$ cat src/rtl/mem_port_arb_pkg.sv
// Shared definitions for the instruction/data SRAM port arbiter.
//   - resp_state_e : encoding of the response-owner FSM
//   - STARVE_LIMIT_DEF : default cap on consecutive denied fetch cycles
//   - cnt_width() : width of a counter that must hold 0..limit
package mem_port_arb_pkg;

  localparam int STARVE_LIMIT_DEF = 4;

  typedef enum logic [1:0] {
    IDLE   = 2'd0,
    RESP_I = 2'd1,
    RESP_D = 2'd2
  } resp_state_e;

  // Bits needed to count from 0 up to and including limit (at least 1).
  function automatic int cnt_width(input int limit);
    if (limit < 1) begin
      return 1;
    end else begin
      return $clog2(limit + 1);
    end
  endfunction

endpackage

$ cat src/rtl/mem_port_arb_starve_cnt.sv
// Starvation counter for the fetch requester.
// Counts consecutive cycles in which a fetch request is pending but not
// granted, saturating at LIMIT; any fetch grant or an idle fetch port clears it.
// Ports:
//   clk, resetn      : clock, synchronous active-low reset
//   inst_req         : fetch request pending this cycle
//   inst_grant       : fetch granted this cycle
//   at_limit         : counter has reached LIMIT (fetch must win next tie)
module arb_starve_cnt
  import mem_port_arb_pkg::*;
#(
  parameter int LIMIT = STARVE_LIMIT_DEF
) (
  input  logic clk,
  input  logic resetn,
  input  logic inst_req,
  input  logic inst_grant,
  output logic at_limit
);

  localparam int CW = cnt_width(LIMIT);
  localparam logic [CW-1:0] LIMIT_C = CW'(LIMIT);

  logic [CW-1:0] cnt_r;
  logic [CW-1:0] cnt_nxt_s;

  // Next count: clear on grant or idle request, otherwise saturating increment.
  always_comb begin
    cnt_nxt_s = cnt_r;
    if (!inst_req || inst_grant) begin
      cnt_nxt_s = {CW{1'b0}};
    end else if (cnt_r == LIMIT_C) begin
      cnt_nxt_s = cnt_r;
    end else begin
      cnt_nxt_s = cnt_r + CW'(1'b1);
    end
  end

  // Counter register with synchronous reset.
  always_ff @(posedge clk) begin
    if (!resetn) begin
      cnt_r <= {CW{1'b0}};
    end else begin
      cnt_r <= cnt_nxt_s;
    end
  end

  assign at_limit = (cnt_r == LIMIT_C);

endmodule

$ cat src/rtl/mem_port_arb.sv
// Two-requester arbiter for a single-port SRAM with one-cycle read latency.
// Data accesses have priority; the fetch port wins a tie once it has been
// denied STARVE_LIMIT cycles in a row. Grants are combinational; the response
// is returned to whichever port owned the previous cycle's grant.
// Ports:
//   clk, resetn                         : clock, synchronous active-low reset
//   inst_req/inst_addr/inst_cancel      : fetch request, address, flush
//   inst_addr_ok/inst_data_ok/inst_rdata: fetch grant, response valid, data
//   data_req/wr/wstrb/addr/wdata        : load/store request
//   data_addr_ok/data_data_ok/data_rdata: data grant, response valid, data
//   ram_en/ram_wen/ram_addr/ram_wdata   : SRAM request side
//   ram_rdata                           : SRAM read data (one cycle after ram_en)
module mem_port_arb
  import mem_port_arb_pkg::*;
#(
  parameter int STARVE_LIMIT = STARVE_LIMIT_DEF
) (
  input  logic        clk,
  input  logic        resetn,
  input  logic        inst_req,
  input  logic [31:0] inst_addr,
  input  logic        inst_cancel,
  output logic        inst_addr_ok,
  output logic        inst_data_ok,
  output logic [31:0] inst_rdata,
  input  logic        data_req,
  input  logic        data_wr,
  input  logic [3:0]  data_wstrb,
  input  logic [31:0] data_addr,
  input  logic [31:0] data_wdata,
  output logic        data_addr_ok,
  output logic        data_data_ok,
  output logic [31:0] data_rdata,
  output logic        ram_en,
  output logic [3:0]  ram_wen,
  output logic [31:0] ram_addr,
  output logic [31:0] ram_wdata,
  input  logic [31:0] ram_rdata
);

  resp_state_e state_r;
  resp_state_e state_nxt_s;
  logic        grant_i_s;
  logic        grant_d_s;
  logic        at_limit_s;

  arb_starve_cnt #(
    .LIMIT(STARVE_LIMIT)
  ) u_starve (
    .clk       (clk),
    .resetn    (resetn),
    .inst_req  (inst_req),
    .inst_grant(grant_i_s),
    .at_limit  (at_limit_s)
  );

  // Grant selection: a cancelled fetch is never granted, so data takes the
  // port even if the fetch side has reached its starvation limit.
  always_comb begin
    grant_i_s = 1'b0;
    grant_d_s = 1'b0;
    if (!resetn) begin
      grant_i_s = 1'b0;
      grant_d_s = 1'b0;
    end else if (inst_req && !inst_cancel && (!data_req || at_limit_s)) begin
      grant_i_s = 1'b1;
    end else if (data_req) begin
      grant_d_s = 1'b1;
    end else begin
      grant_i_s = 1'b0;
      grant_d_s = 1'b0;
    end
  end

  // SRAM request mux driven by the winning requester.
  always_comb begin
    ram_en    = 1'b0;
    ram_wen   = 4'b0000;
    ram_addr  = 32'h0000_0000;
    ram_wdata = 32'h0000_0000;
    if (grant_i_s) begin
      ram_en   = 1'b1;
      ram_addr = inst_addr;
    end else if (grant_d_s) begin
      ram_en   = 1'b1;
      ram_addr = data_addr;
      if (data_wr) begin
        ram_wen   = data_wstrb;
        ram_wdata = data_wdata;
      end else begin
        ram_wen   = 4'b0000;
        ram_wdata = 32'h0000_0000;
      end
    end else begin
      ram_en = 1'b0;
    end
  end

  assign inst_addr_ok = grant_i_s;
  assign data_addr_ok = grant_d_s;

  // Response-owner state register; reset drops any response in flight.
  always_ff @(posedge clk) begin
    if (!resetn) begin
      state_r <= IDLE;
    end else begin
      state_r <= state_nxt_s;
    end
  end

  // Next owner is whoever was granted this cycle (back-to-back allowed).
  always_comb begin
    state_nxt_s = IDLE;
    if (grant_i_s) begin
      state_nxt_s = RESP_I;
    end else if (grant_d_s) begin
      state_nxt_s = RESP_D;
    end else begin
      state_nxt_s = IDLE;
    end
  end

  // Response outputs; read data is forced to zero unless the port owns it.
  always_comb begin
    inst_data_ok = 1'b0;
    data_data_ok = 1'b0;
    case (state_r)
      RESP_I:  inst_data_ok = resetn && !inst_cancel;
      RESP_D:  data_data_ok = resetn;
      IDLE:    inst_data_ok = 1'b0;
      default: data_data_ok = 1'b0;
    endcase
    inst_rdata = inst_data_ok ? ram_rdata : 32'h0000_0000;
    data_rdata = data_data_ok ? ram_rdata : 32'h0000_0000;
  end

endmodule

$ cat config.mk
export PLATFORM = sky130hd
export DESIGN_NAME = mem_port_arb
export DESIGN_NICKNAME = d
export VERILOG_FILES = /design/src/rtl/mem_port_arb_pkg.sv /design/src/rtl/mem_port_arb_starve_cnt.sv /design/src/rtl/mem_port_arb.sv
export SDC_FILE = /design/constraint.sdc
export NUM_CORES = 1
export LEC_CHECK = 0
export ABC_AREA = 1
export BUFFER_PORTS_ARGS = -buffer_cell sky130_fd_sc_hd__buf_4
export CORE_AREA = 2 2 108 110
export CTS_CLUSTER_SIZE = 14
export DETAILED_ROUTE_END_ITERATION = 10
export DIE_AREA = 0 0 110 112
export PLACE_DENSITY = 0.54
export SKIP_LAST_GASP = 1
export SLEW_MARGIN = 40
export SYNTH_ARGS = -nofsm -noshare
export SYNTH_HDL_FRONTEND = slang
export SYNTH_SLANG_ARGS = --single-unit
$ cat constraint.sdc
create_clock -name clk -period 1.8 [get_ports clk]
set_clock_uncertainty 0.1 [all_clocks]
set_input_delay 0.27 -clock clk [delete_from_list [all_inputs] [get_ports clk]]
set_output_delay 0.27 -clock clk [all_outputs]
set_load 0.005 [all_outputs]
==> impl_results.md <==
- Worst-case reg-to-reg path depth: 8
- WL/cell: roughly 13 um
- Maximum vdd ir drop: 0.194 mV
- Setup-failing EPs final: 71
- CP Launch Type: flop
- Worst min-delay path startpoint: inst_req
- Clock Pin Slew Worst Setup and Hold Paths: 0.03 ns
- Mux cell area share after synthesis: 0
- Initial Utilization: 0.137
- Netlist Area Pre-Place: 1540 sq um
- Routed Antenna Nets: 0
- Gpl congestion: 0.848
- Die Ht: between 100 and 150 um
- Detailed-route via count: 3070
- Rows: 39
- Port bufs: roughly 270
- DRT iter0 DRCs: approximately 180
- Worst-Skew Late Latency: 0.22 ns
- Die area: roughly 12000 sq um
- Main combinational cell family by area after synthesis: simple AND/OR/NAND/NOR gates
- Failing checks: negative setup slack
- First-pass GRT wire length: between 10000 and 15000 um
- Post-Synth XOR/XNOR Area: 0.00570
- Flop pwr share: 0.101
- Total I/O pin count: ~280
- Period utilisation layout: 1.09
- Comb pwr share: 0.591
- Source of the worst register-to-register timing path: u_starve.cnt_r[0]$_SDFFE_PP0N_
- Total CTS buffers: 3
- Sw Ratio: 0.309
- Num Clock Sinks: 5
- Fin crit period: 1.96 ns
- Worst path required time: approximately 1.4 ns
- Syn nets: 469
- Antenna violations before repair: 0
- Compound-Gate Fraction of Synth Area: 0.00977
- WL final: about 9500 um
- Internal Dissipation: just over 800 uW
- Unique masters post-synth: 20
- Static Leakage: 0.00247 uW
- DRC violations left: 0
- Hold Fails Final Rpt: 0
- Mapped Cells: between 300 and 400
- Pwr dens: roughly 280 nW/um^2
- Status: complete, but fails checks
- Nets: 741
- Grt ovf: 0
- CTS Buffer Depth: 2
- Switching power: approximately 360 uW
- Clk network pwr share: 0.307
- Layout Utilization: 0.380
- Crit path launch: u_starve.cnt_r[0]$_SDFFE_PP0N_
- Post-Syn Area per Cell: 4.67 sq um
- WHS: ~0.28 ns
- # Max-Cap Violations: 0
- Filler instances: about 1200
- Final worst slack: -0.157 ns
- Rel. slew slack: 0.775
- Ant diodes: 0
- Critical Path End Type: output port
- Worst-Margin Slew: 0.338 ns
- Sum Neg Setup Slack: -7.37 ns
- Yosys warning total: 0
- First-pass DRT Iterations: 4
- Htree depth: 1
- Worst min path class: input port to flop
- Fraction of layout cells with a size suffix above 1: 0.577
- Maximum clock rate: between 500 and 600 MHz
- Adder-cell share of the synthesized area: 0.0163
- Via/cell ratio: approximately 4.1
- Gr usage total: 0.132
- Post-synthesis simple-gate area fraction: 0.695
- Floorplan Core Area: roughly 11000 sq um
- Sequential cell area fraction in the yosys report: 0.0651
- Final Max Slew Viols: 0
- Largest net degree at the start of global routing: 37
- Syn-to-layout area delta: 176%
- RSZ-0062 raised after global routing: yes
- CTS tree: done
- Clk root buf: clkbuf_16
- Hold path cells: 3
- Horiz. Die Dim: 110 um
- Critical path fanouts, max: 5
- Synthesized flop and latch total: 5
- Hold-fix buffers, CTS: 0
- Setup CP Type: flop to output port
- DP Wirelength: about 7000 um
- CP arrival: 1.59 ns
- Vias in the first global route: 2803
[cell families (layout without fill, tap and decap cells)]
group	after synthesis	after routing
buf+inv	70	341
xor+xnor	1	1
flops	5	5
fa+ha+maj	2	2
compound gates	3	3
simple gates	248	248
[metal layers]
layer  GRT usage  routed length (um)  vias up
li1            -                   -     1531
met1       0.139                3360     1350
met2       0.264                4960      183
met3      0.0246                1100        6
met4      0.0253                  84        0
met5           0                   0        -
[synthesized netlist by cell type]
library cell    n  share of area
buf_4           1         0.0049
nand4_1        32           0.13
nand3_1         3         0.0098
xor2_1          1         0.0057
nand2_2         2         0.0081
buf_2          13          0.042
nor2_2          9          0.037
dfxtp_1         5          0.065
nand2_4         1         0.0073
nand2_1       101           0.25
nor2_1         97           0.24
nor2_4          1         0.0073
nand3_2         1         0.0065
clkbuf_1        7          0.017
inv_1          42           0.10
buf_1           2         0.0049
buf_6           5          0.037
o21ai_0         3         0.0098
ha_1            2          0.016
nand3b_1        1         0.0049
[worst paths after layout]
path | end | slack [ns]
hold / removal | u_starve.cnt_r[2]$_SDFFE_PP0N_ | 0.28
hold reg to reg | u_starve.cnt_r[1]$_SDFFE_PP0N_ | 0.50
setup / recovery | ram_wdata[1] | -0.16
setup reg to reg | u_starve.cnt_r[0]$_SDFFE_PP0N_ | 0.42
[flip-flops by register name, indices dropped and copies added (netlist names)]
signal          flops
u_starve.cnt_r      3
state_r             2
[timing repair]
item / 4_1_cts / 5_1_grt
gates cloned: 3 / 3
pin swaps: 2 / 6
buffers inserted: 6 / 3
gates resized for setup: 40 / 37
endpoints found under the setup margin: 71 / 70
[stage by stage]
stage                     setup slack, ns  std cells  power, uW  instance area, sq um
after floorplan                     0.151        329        322                  1540
after global placement             0.0191        727        716                  3750
after detailed placement          -0.0520        727        720                  3750
after CTS                          -0.171        740       1150                  4090
after global routing               -0.228        743       1250                  4240
final                              -0.157        743       1170                  4240
[cell usage in the layout (no fill, tap or decap)]
cell type | netlist | final
buf_4 | 1 | 269
nand2_1 | 101 | 100
nor2_1 | 97 | 70
inv_1 | 42 | 40
nand4_1 | 32 | 32
nor2_2 | 9 | 19
nor2_4 | 1 | 18
buf_6 | 5 | 16
buf_12 | 0 | 6
clkbuf_16 | 0 | 5
nand2_4 | 1 | 3
nand3_1 | 3 | 3
dfxtp_1 | 5 | 3
inv_2 | 0 | 2
o21ai_0 | 3 | 2
dfxtp_2 | 0 | 2
nand3_4 | 0 | 1
nand2_2 | 2 | 1
o21ai_4 | 0 | 1
nand3b_1 | 1 | 1
xor2_1 | 1 | 1
ha_4 | 0 | 1
ha_1 | 2 | 1
clkbuf_1 | 7 | 1
buf_16 | 0 | 1
buf_8 | 0 | 1
[area by class of cell]
type | count | area, sq um | share of cell area
clock buffers | 4 | 78.8 | 0.0186
repair buffers | 295 | 2410 | 0.569
multi-input cells | 254 | 1310 | 0.309
inverters | 42 | 158 | 0.0372
well taps | 143 | 179 | 0.0422
flip-flops and latches | 5 | 103 | 0.0242
[power groups by stage]
stage | sequential, uW | combinational (uW) | clock [uW]
2_1_floorplan | 119 | 203 | 0
3_3_place_gp | 119 | 597 | 0
3_5_place_dp | 119 | 601 | 0
4_1_cts | 119 | 672 | 363
5_1_grt | 119 | 751 | 379
6_report | 119 | 692 | 359
[worst max-delay path, stage by stage, from the launching register on]
cell and delay, ns:
dfxtp_2 0.33, inv_2 0.05, ha_4 0.16, nand2_4 0.06, nand2_4 0.05, nand2_4 0.09, nand3_4 0.13, buf_12 0.16
buf_16 0.14, nor2_4 0.08, buf_6 0.09
No activity file was read; power rests on OpenSTA's default activity.
